===== src/rtl/seu_arb_pkg.sv =====
// Shared widths, field positions and record layout for the SEU record arbiter.
package seu_arb_pkg;

    localparam int unsigned REC_W      = 128;
    localparam int unsigned FLAG_BIT   = 127;
    localparam int unsigned CH_MSB     = 126;
    localparam int unsigned CH_LSB     = 124;
    localparam int unsigned DROP_W_DEF = 16;

    typedef struct packed {
        logic                     flag;
        logic [CH_MSB-CH_LSB:0]   ch;
        logic [CH_LSB-1:0]        payload;
    } seu_rec_t;

endpackage


===== src/rtl/seu_record_arbiter_if.sv =====
// Readout stream (valid/ready) carrying one error record per transfer.
interface seu_record_arbiter_if;
    import seu_arb_pkg::*;

    seu_rec_t out_data;
    logic     out_valid;
    logic     out_ready;

    modport master (output out_data, output out_valid, input out_ready);
    modport slave  (input out_data, input out_valid, output out_ready);
endinterface


===== src/rtl/seu_rr_picker.sv =====
// Combinational round-robin picker: first requester after last_grant, wrapping modulo NUM_CH.
module seu_rr_picker #(
    parameter int unsigned NUM_CH = 7,
    parameter int unsigned IDX_W  = 3
) (
    input  logic [NUM_CH-1:0] req,
    input  logic [IDX_W-1:0]  last_grant,
    output logic [NUM_CH-1:0] gnt_c,
    output logic [IDX_W-1:0]  idx_c,
    output logic              any_c
);

    always_comb begin
        gnt_c = '0;
        idx_c = '0;
        any_c = 1'b0;
        for (int unsigned off = 1; off <= NUM_CH; off++) begin
            int unsigned cand;
            cand = (32'(last_grant) + off) % NUM_CH;
            if (!any_c && req[cand]) begin
                any_c       = 1'b1;
                idx_c       = IDX_W'(cand);
                gnt_c[cand] = 1'b1;
            end
        end
    end

endmodule


===== src/rtl/seu_record_arbiter.sv =====
// Captures flagged checker records into per-channel slots and drains them round-robin
// to one readout stream. Drop counters are built only when SEU_ARB_DROP_CNT_EN is defined.
module seu_record_arbiter
    import seu_arb_pkg::*;
#(
    parameter int unsigned NUM_CH = 7,
    parameter int unsigned DROP_W = DROP_W_DEF
) (
    input  logic                       clock,
    input  logic                       reset,
    input  logic [NUM_CH*REC_W-1:0]    rec_in,
    input  logic                       enable,
    seu_record_arbiter_if.master       out_if,
    output logic [NUM_CH-1:0]          pending,
    input  logic                       clear_drops,
    output logic [NUM_CH*DROP_W-1:0]   drop_count
);

    localparam int unsigned IDX_W = (NUM_CH > 1) ? $clog2(NUM_CH) : 1;

    seu_rec_t            slot_q [NUM_CH];
    logic [IDX_W-1:0]    last_grant_q;
    logic [NUM_CH-1:0]   flag_c;
    logic [NUM_CH-1:0]   pick_gnt_c;
    logic [NUM_CH-1:0]   grant_c;
    logic [NUM_CH-1:0]   capture_c;
    logic [NUM_CH-1:0]   drop_c;
    logic [IDX_W-1:0]    pick_idx_c;
    logic                pick_any_c;
    logic                loadable_c;

    for (genvar c = 0; c < NUM_CH; c++) begin : g_flag
        assign flag_c[c] = rec_in[c*REC_W + FLAG_BIT];
    end

    seu_rr_picker #(.NUM_CH(NUM_CH), .IDX_W(IDX_W)) u_picker (
        .req        (pending),
        .last_grant (last_grant_q),
        .gnt_c      (pick_gnt_c),
        .idx_c      (pick_idx_c),
        .any_c      (pick_any_c)
    );

    // A slot being granted this cycle is free for a new capture on the same edge.
    always_comb begin
        loadable_c = !out_if.out_valid || out_if.out_ready;
        grant_c    = (loadable_c && pick_any_c) ? pick_gnt_c : '0;
        capture_c  = {NUM_CH{enable}} & flag_c & (~pending | grant_c);
        drop_c     = flag_c & pending & ~grant_c;
    end

    always_ff @(posedge clock) begin
        if (reset) begin
            pending <= '0;
            for (int unsigned c = 0; c < NUM_CH; c++) slot_q[c] <= '0;
        end else begin
            for (int unsigned c = 0; c < NUM_CH; c++) begin
                if (capture_c[c]) begin
                    slot_q[c]  <= seu_rec_t'(rec_in[c*REC_W +: REC_W]);
                    pending[c] <= 1'b1;
                end else if (grant_c[c]) begin
                    pending[c] <= 1'b0;
                end
            end
        end
    end

    // Output register and round-robin pointer; both hold while stalled.
    always_ff @(posedge clock) begin
        if (reset) begin
            out_if.out_valid <= 1'b0;
            out_if.out_data  <= '0;
            last_grant_q     <= IDX_W'(NUM_CH - 1);
        end else if (loadable_c) begin
            if (pick_any_c) begin
                out_if.out_data  <= slot_q[pick_idx_c];
                out_if.out_valid <= 1'b1;
                last_grant_q     <= pick_idx_c;
            end else begin
                out_if.out_valid <= 1'b0;
            end
        end
    end

`ifdef SEU_ARB_DROP_CNT_EN
    logic [DROP_W-1:0] drop_q [NUM_CH];

    // Clear has priority over a coincident drop; counters saturate at all-ones.
    always_ff @(posedge clock) begin
        for (int unsigned c = 0; c < NUM_CH; c++) begin
            if (reset || clear_drops) begin
                drop_q[c] <= '0;
            end else if (drop_c[c] && (drop_q[c] != '1)) begin
                drop_q[c] <= drop_q[c] + 1'b1;
            end
        end
    end

    always_comb begin
        drop_count = '0;
        for (int unsigned c = 0; c < NUM_CH; c++) begin
            drop_count[c*DROP_W +: DROP_W] = drop_q[c];
        end
    end
`else
    logic unused_drop;
    assign unused_drop = clear_drops ^ (^drop_c);
    assign drop_count  = '0;
`endif

endmodule


===== src/flat_wrapper.sv =====
// flat-port wrapper written by rule: the top's interface ports become plain ports
module seu_record_arbiter_flat import seu_arb_pkg::*;
#(
    parameter int unsigned NUM_CH = 7,
    parameter int unsigned DROP_W = DROP_W_DEF
)
  (clock, reset, rec_in, enable, pending, clear_drops, drop_count, out_if_out_data, out_if_out_valid, out_if_out_ready);
  seu_record_arbiter_if out_if_i ();
  input  logic clock;
  input  logic reset;
  input  logic [NUM_CH*REC_W-1:0] rec_in;
  input  logic enable;
  output logic [NUM_CH-1:0] pending;
  input  logic clear_drops;
  output logic [NUM_CH*DROP_W-1:0] drop_count;
  output wire logic [$bits(out_if_i.out_data)-1:0] out_if_out_data;
  output wire logic [$bits(out_if_i.out_valid)-1:0] out_if_out_valid;
  input wire logic [$bits(out_if_i.out_ready)-1:0] out_if_out_ready;
  assign out_if_out_data = out_if_i.out_data;
  assign out_if_out_valid = out_if_i.out_valid;
  assign out_if_i.out_ready = out_if_out_ready;
  seu_record_arbiter #(.NUM_CH(NUM_CH), .DROP_W(DROP_W)) u_core (.clock(clock), .reset(reset), .rec_in(rec_in), .enable(enable), .out_if(out_if_i), .pending(pending), .clear_drops(clear_drops), .drop_count(drop_count));
endmodule

===== config.mk =====
export PLATFORM = sky130hd
export DESIGN_NAME = seu_record_arbiter_flat
export DESIGN_NICKNAME = d
export VERILOG_FILES = /design/src/rtl/seu_arb_pkg.sv /design/src/rtl/seu_record_arbiter_if.sv /design/src/rtl/seu_rr_picker.sv /design/src/rtl/seu_record_arbiter.sv /design/src/flat_wrapper.sv
export SDC_FILE = /design/constraint.sdc
export NUM_CORES = 2
export LEC_CHECK = 0
export ABC_AREA = 1
export BUFFER_PORTS_ARGS = -buffer_cell sky130_fd_sc_hd__buf_2
export CAP_MARGIN = 30
export CORE_AREA = 2 2 452 454
export CTS_CLUSTER_DIAMETER = 100
export DETAILED_ROUTE_END_ITERATION = 8
export DIE_AREA = 0 0 454 456
export GPL_TIMING_DRIVEN = 0
export PLACE_DENSITY = 0.57
export SYNTH_ARGS = -nofsm -noshare
export SYNTH_HDL_FRONTEND = slang
export SYNTH_SLANG_ARGS = --single-unit

===== constraint.sdc =====
create_clock -name clock -period 8.3 [get_ports clock]
set_clock_uncertainty 0.1 [all_clocks]
set_input_delay 2.49 -clock clock [delete_from_list [all_inputs] [get_ports clock]]
set_output_delay 2.49 -clock clock [all_outputs]
set_load 0.1 [all_outputs]

==> metrics.md <==
| Metric | Value |
|---|---|
| Outcome | completed |
| Vias in the first global route | between 40000 and 50000 |
| Antenna Nets Post-Route | 0 |
| CP arrival | 8.25 ns |
| Total grt overflow | 0 |
| Yosys cell types | 54 |
| DRT iter0 DRCs | 4822 |
| Worst-Skew Late Latency | roughly 0.80 ns |
| Clk sinks | 1035 |
| R2R depth | 27 |
| Total routed wirelength | 248 mm |
| Fin crit period | 7.83 ns |
| Max-cap check violation count | 0 |
| Max clock buf depth | 3 |
| Post-route DRC violation count | 0 |
| Crit share post-route | 94.3% |
| Yosys reg bits | 1035 |
| Ys Warns | 0 |
| Fmax | 128 MHz |
| Chip height | 456 um |
| Initial Util | between 20 and 30% |
| CTS tree | built |
| RSZ-0062 raised after global routing | false |
| # port buffers | ~1000 |
| Pins Over Slew Limit | 0 |
| P&R area growth vs syn | 25.2% |
| # rows | ~170 |
| Final setup fails | 0 |
| Mapped cell area | 0.0550 mm2 |
| Post-cts resize count | 0 |
| Util after Layout | 34.1% |
| Slew margin rel. | around 30% |
| Setup bufs post-CTS | 0 |
| Hold Buf Count CTS | 0 |
| Post-synthesis sequential area ratio | 54.0% |
| Pin slew with the least headroom to its limit | approximately 1.0 ns |
| Hold Crit Class | reg2reg |
| WL/cell | 23.1 um |
| CP Data Required Time | 8.73 ns |
| CP Max Fanout | 12 |
| DPL Wire Length | between 150 and 200 mm |
| Syn Inst Count | roughly 6600 |
| Clock slew seen by the registers of the worst setup and hold paths | 0.06 ns |
| CP startpoint kind | flop |
| Ys flop type | edfxtp_1 |
| Total Nets Final | 8826 |
| Num CTS Buffers | 130 |
| Synthesized area per cell | roughly 8.3 um2 |
| Via count | 48900 |
| Asr flop ratio synth | 0% |
| Initial antenna violation count | 65 |
| Share of cells above drive strength 1 | 22.5% |
| Htree depth | 4 |
| Final GP Congestion | 0.947 |
| Root Buffer | clkbuf_16 |
| Setup crit end kind | flop |
| Largest net degree at the start of global routing | 59 |
| Number of synthesized flops with an enable pin | between 800 and 900 |
| Io pins | around 1100 |
| Core footprint | 0.202 mm2 |
| Vias/cell | 4.57 |
| Total iterations of the first detailed-routing run | 6 |
| First-pass GRT wire length | 338 mm |
| Worst Hold Depth | 2 |
| Setup CP Type | reg2reg |
| Die outline area | a little over 0.2 mm2 |
| Global-route usage over all layers | 23.1% |
| Hold Vio Cnt, Final | 0 |
| Die extent in x | 454 um |
cell type report:
type | count | area (um2)
timing repair buffer | 1056 | 5710
fill | 21200 | 133000
tap | 2672 | 3340
sequential | 1035 | 29700
multi-input combinational | 3682 | 16900
inverter | 1506 | 5660
clock buffer | 169 | 3550
clock inverter | 66 | 659
buffer | 487 | 3160
antenna | 42 | 105
worst max-delay path: stages, from the launching register on:
cell	delay [ns]
dfxtp_1	0.81
inv_1	0.41
ha_1	0.49
clkinv_1	0.30
ha_1	0.31
ha_1	0.20
inv_1	0.14
nand2_4	0.09
xor2_1	0.24
inv_1	0.10
ha_1	0.22
nand3_2	0.16
a21boi_2	0.32
nand2_1	0.19
a21oi_2	0.21
nor2_4	0.08
nand2_4	0.12
nand4_2	0.13
nor2_4	0.18
nand3_1	0.22
o21ai_2	0.33
inv_4	0.23
o21ai_1	0.18
nand2_1	0.12
nand3_1	0.19
buf_2	0.83
buf_2	0.50
nor2_1	0.09
synthesized netlist by cell type (12+ instances only):
cell / instances / area (um2)
nor3_1: 14 / 70.1
buf_1: 14 / 52.6
nand2_2: 18 / 113
buf_6: 52 / 586
nor2_2: 25 / 156
clkbuf_1: 89 / 334
inv_1: 1490 / 5590
nand3b_1: 131 / 983
inv_2: 12 / 45.0
nor2_1: 919 / 3450
a21oi_1: 139 / 696
buf_4: 161 / 1210
ha_1: 26 / 325
edfxtp_1: 896 / 26900
a21oi_2: 12 / 105
nand4_1: 13 / 81.3
buf_2: 160 / 801
o21ai_0: 156 / 781
nand2_1: 1217 / 4570
nand3_2: 63 / 631
dfxtp_1: 139 / 2780
nand3_1: 766 / 3830
final timing paths:
kind,startpoint,to,slack [ns]
worst max-delay path,u_core.last_grant_q[1]$_SDFFE_PP1P_,u_core.slot_q[5][100]$_SDFFCE_PN0P_,0.47
worst min-delay path,u_core.out_if.out_data[118]$_SDFFE_PP0P_,u_core.out_if.out_data[118]$_SDFFE_PP0P_,0.44
worst max register to register,u_core.last_grant_q[1]$_SDFFE_PP1P_,u_core.slot_q[5][100]$_SDFFCE_PN0P_,0.47
worst min register to register,u_core.out_if.out_data[118]$_SDFFE_PP0P_,u_core.out_if.out_data[118]$_SDFFE_PP0P_,0.44
flip-flops by register name, summed over array words and instances, names as in the netlist:
signal and cells:
u_core.last_grant_q 3, u_core.slot_q 896, u_core.out_if.out_data 128, u_core.pending 7, u_core.out_if.out_valid 1
cells in the final DEF (no fill, tap or decap), drive strengths merged, types with 6 or more instances in the layout:
cell type  Yosys  layout
nand2       1243    1243
dfxtp        139     139
nor2         953     953
clkbuf        90     259
edfxtp       896     896
nand3        832     832
o21ai        167     167
buf          397    1453
nand3b       131     131
clkinvlp       0       6
bufinv         0       9
ha            26      26
nor3          15      15
conb           1     112
o211ai         8       8
xor2           8       8
diode          0      42
inv         1503    1516
nand4         14      14
clkinv         3      41
a21oi        151     151
layer usage:
metal  share of wire, %  track usage [%]
met4                5.8             12.2
met5                  0                0
met3                5.8             3.13
met1                 40             28.2
met2                 49             39.4
cells by family (layout without fill, tap and decap cells):
| group | after synthesis | after routing | share of synthesized area [%] |
|---|---|---|---|
| AO/OA/AOI/OAI | 340 | 340 | 3.34 |
| XOR/XNOR | 9 | 9 | 0.143 |
| AND/OR/NAND/NOR | 3194 | 3194 | 25.8 |
| adder cells (fa/ha/maj) | 27 | 27 | 0.628 |
| buffers and inverters | 1993 | 3284 | 16.0 |
| other | 1 | 154 | 0.00682 |
| flip-flops | 1035 | 1035 | 54.0 |
per-stage QoR:
step                      setup TNS (ns)  setup slack, ns  std cells  cell area, um2  hold WS (ns)
after floorplan                        0            0.731       6710           55400         0.498
after global placement          -2768.14            -3.61      10400           63900         0.416
after detailed placement               0            0.536      10400           64500         0.422
after CTS                              0            0.519      10700           68700         0.440
after global routing                   0           0.0789      10700           68800         0.460
final                                  0            0.472      10700           68800         0.436
Power is left out: the tool's default activity adds up to more than one toggle a clock period on the data nets, which glitch-free logic cannot reach.
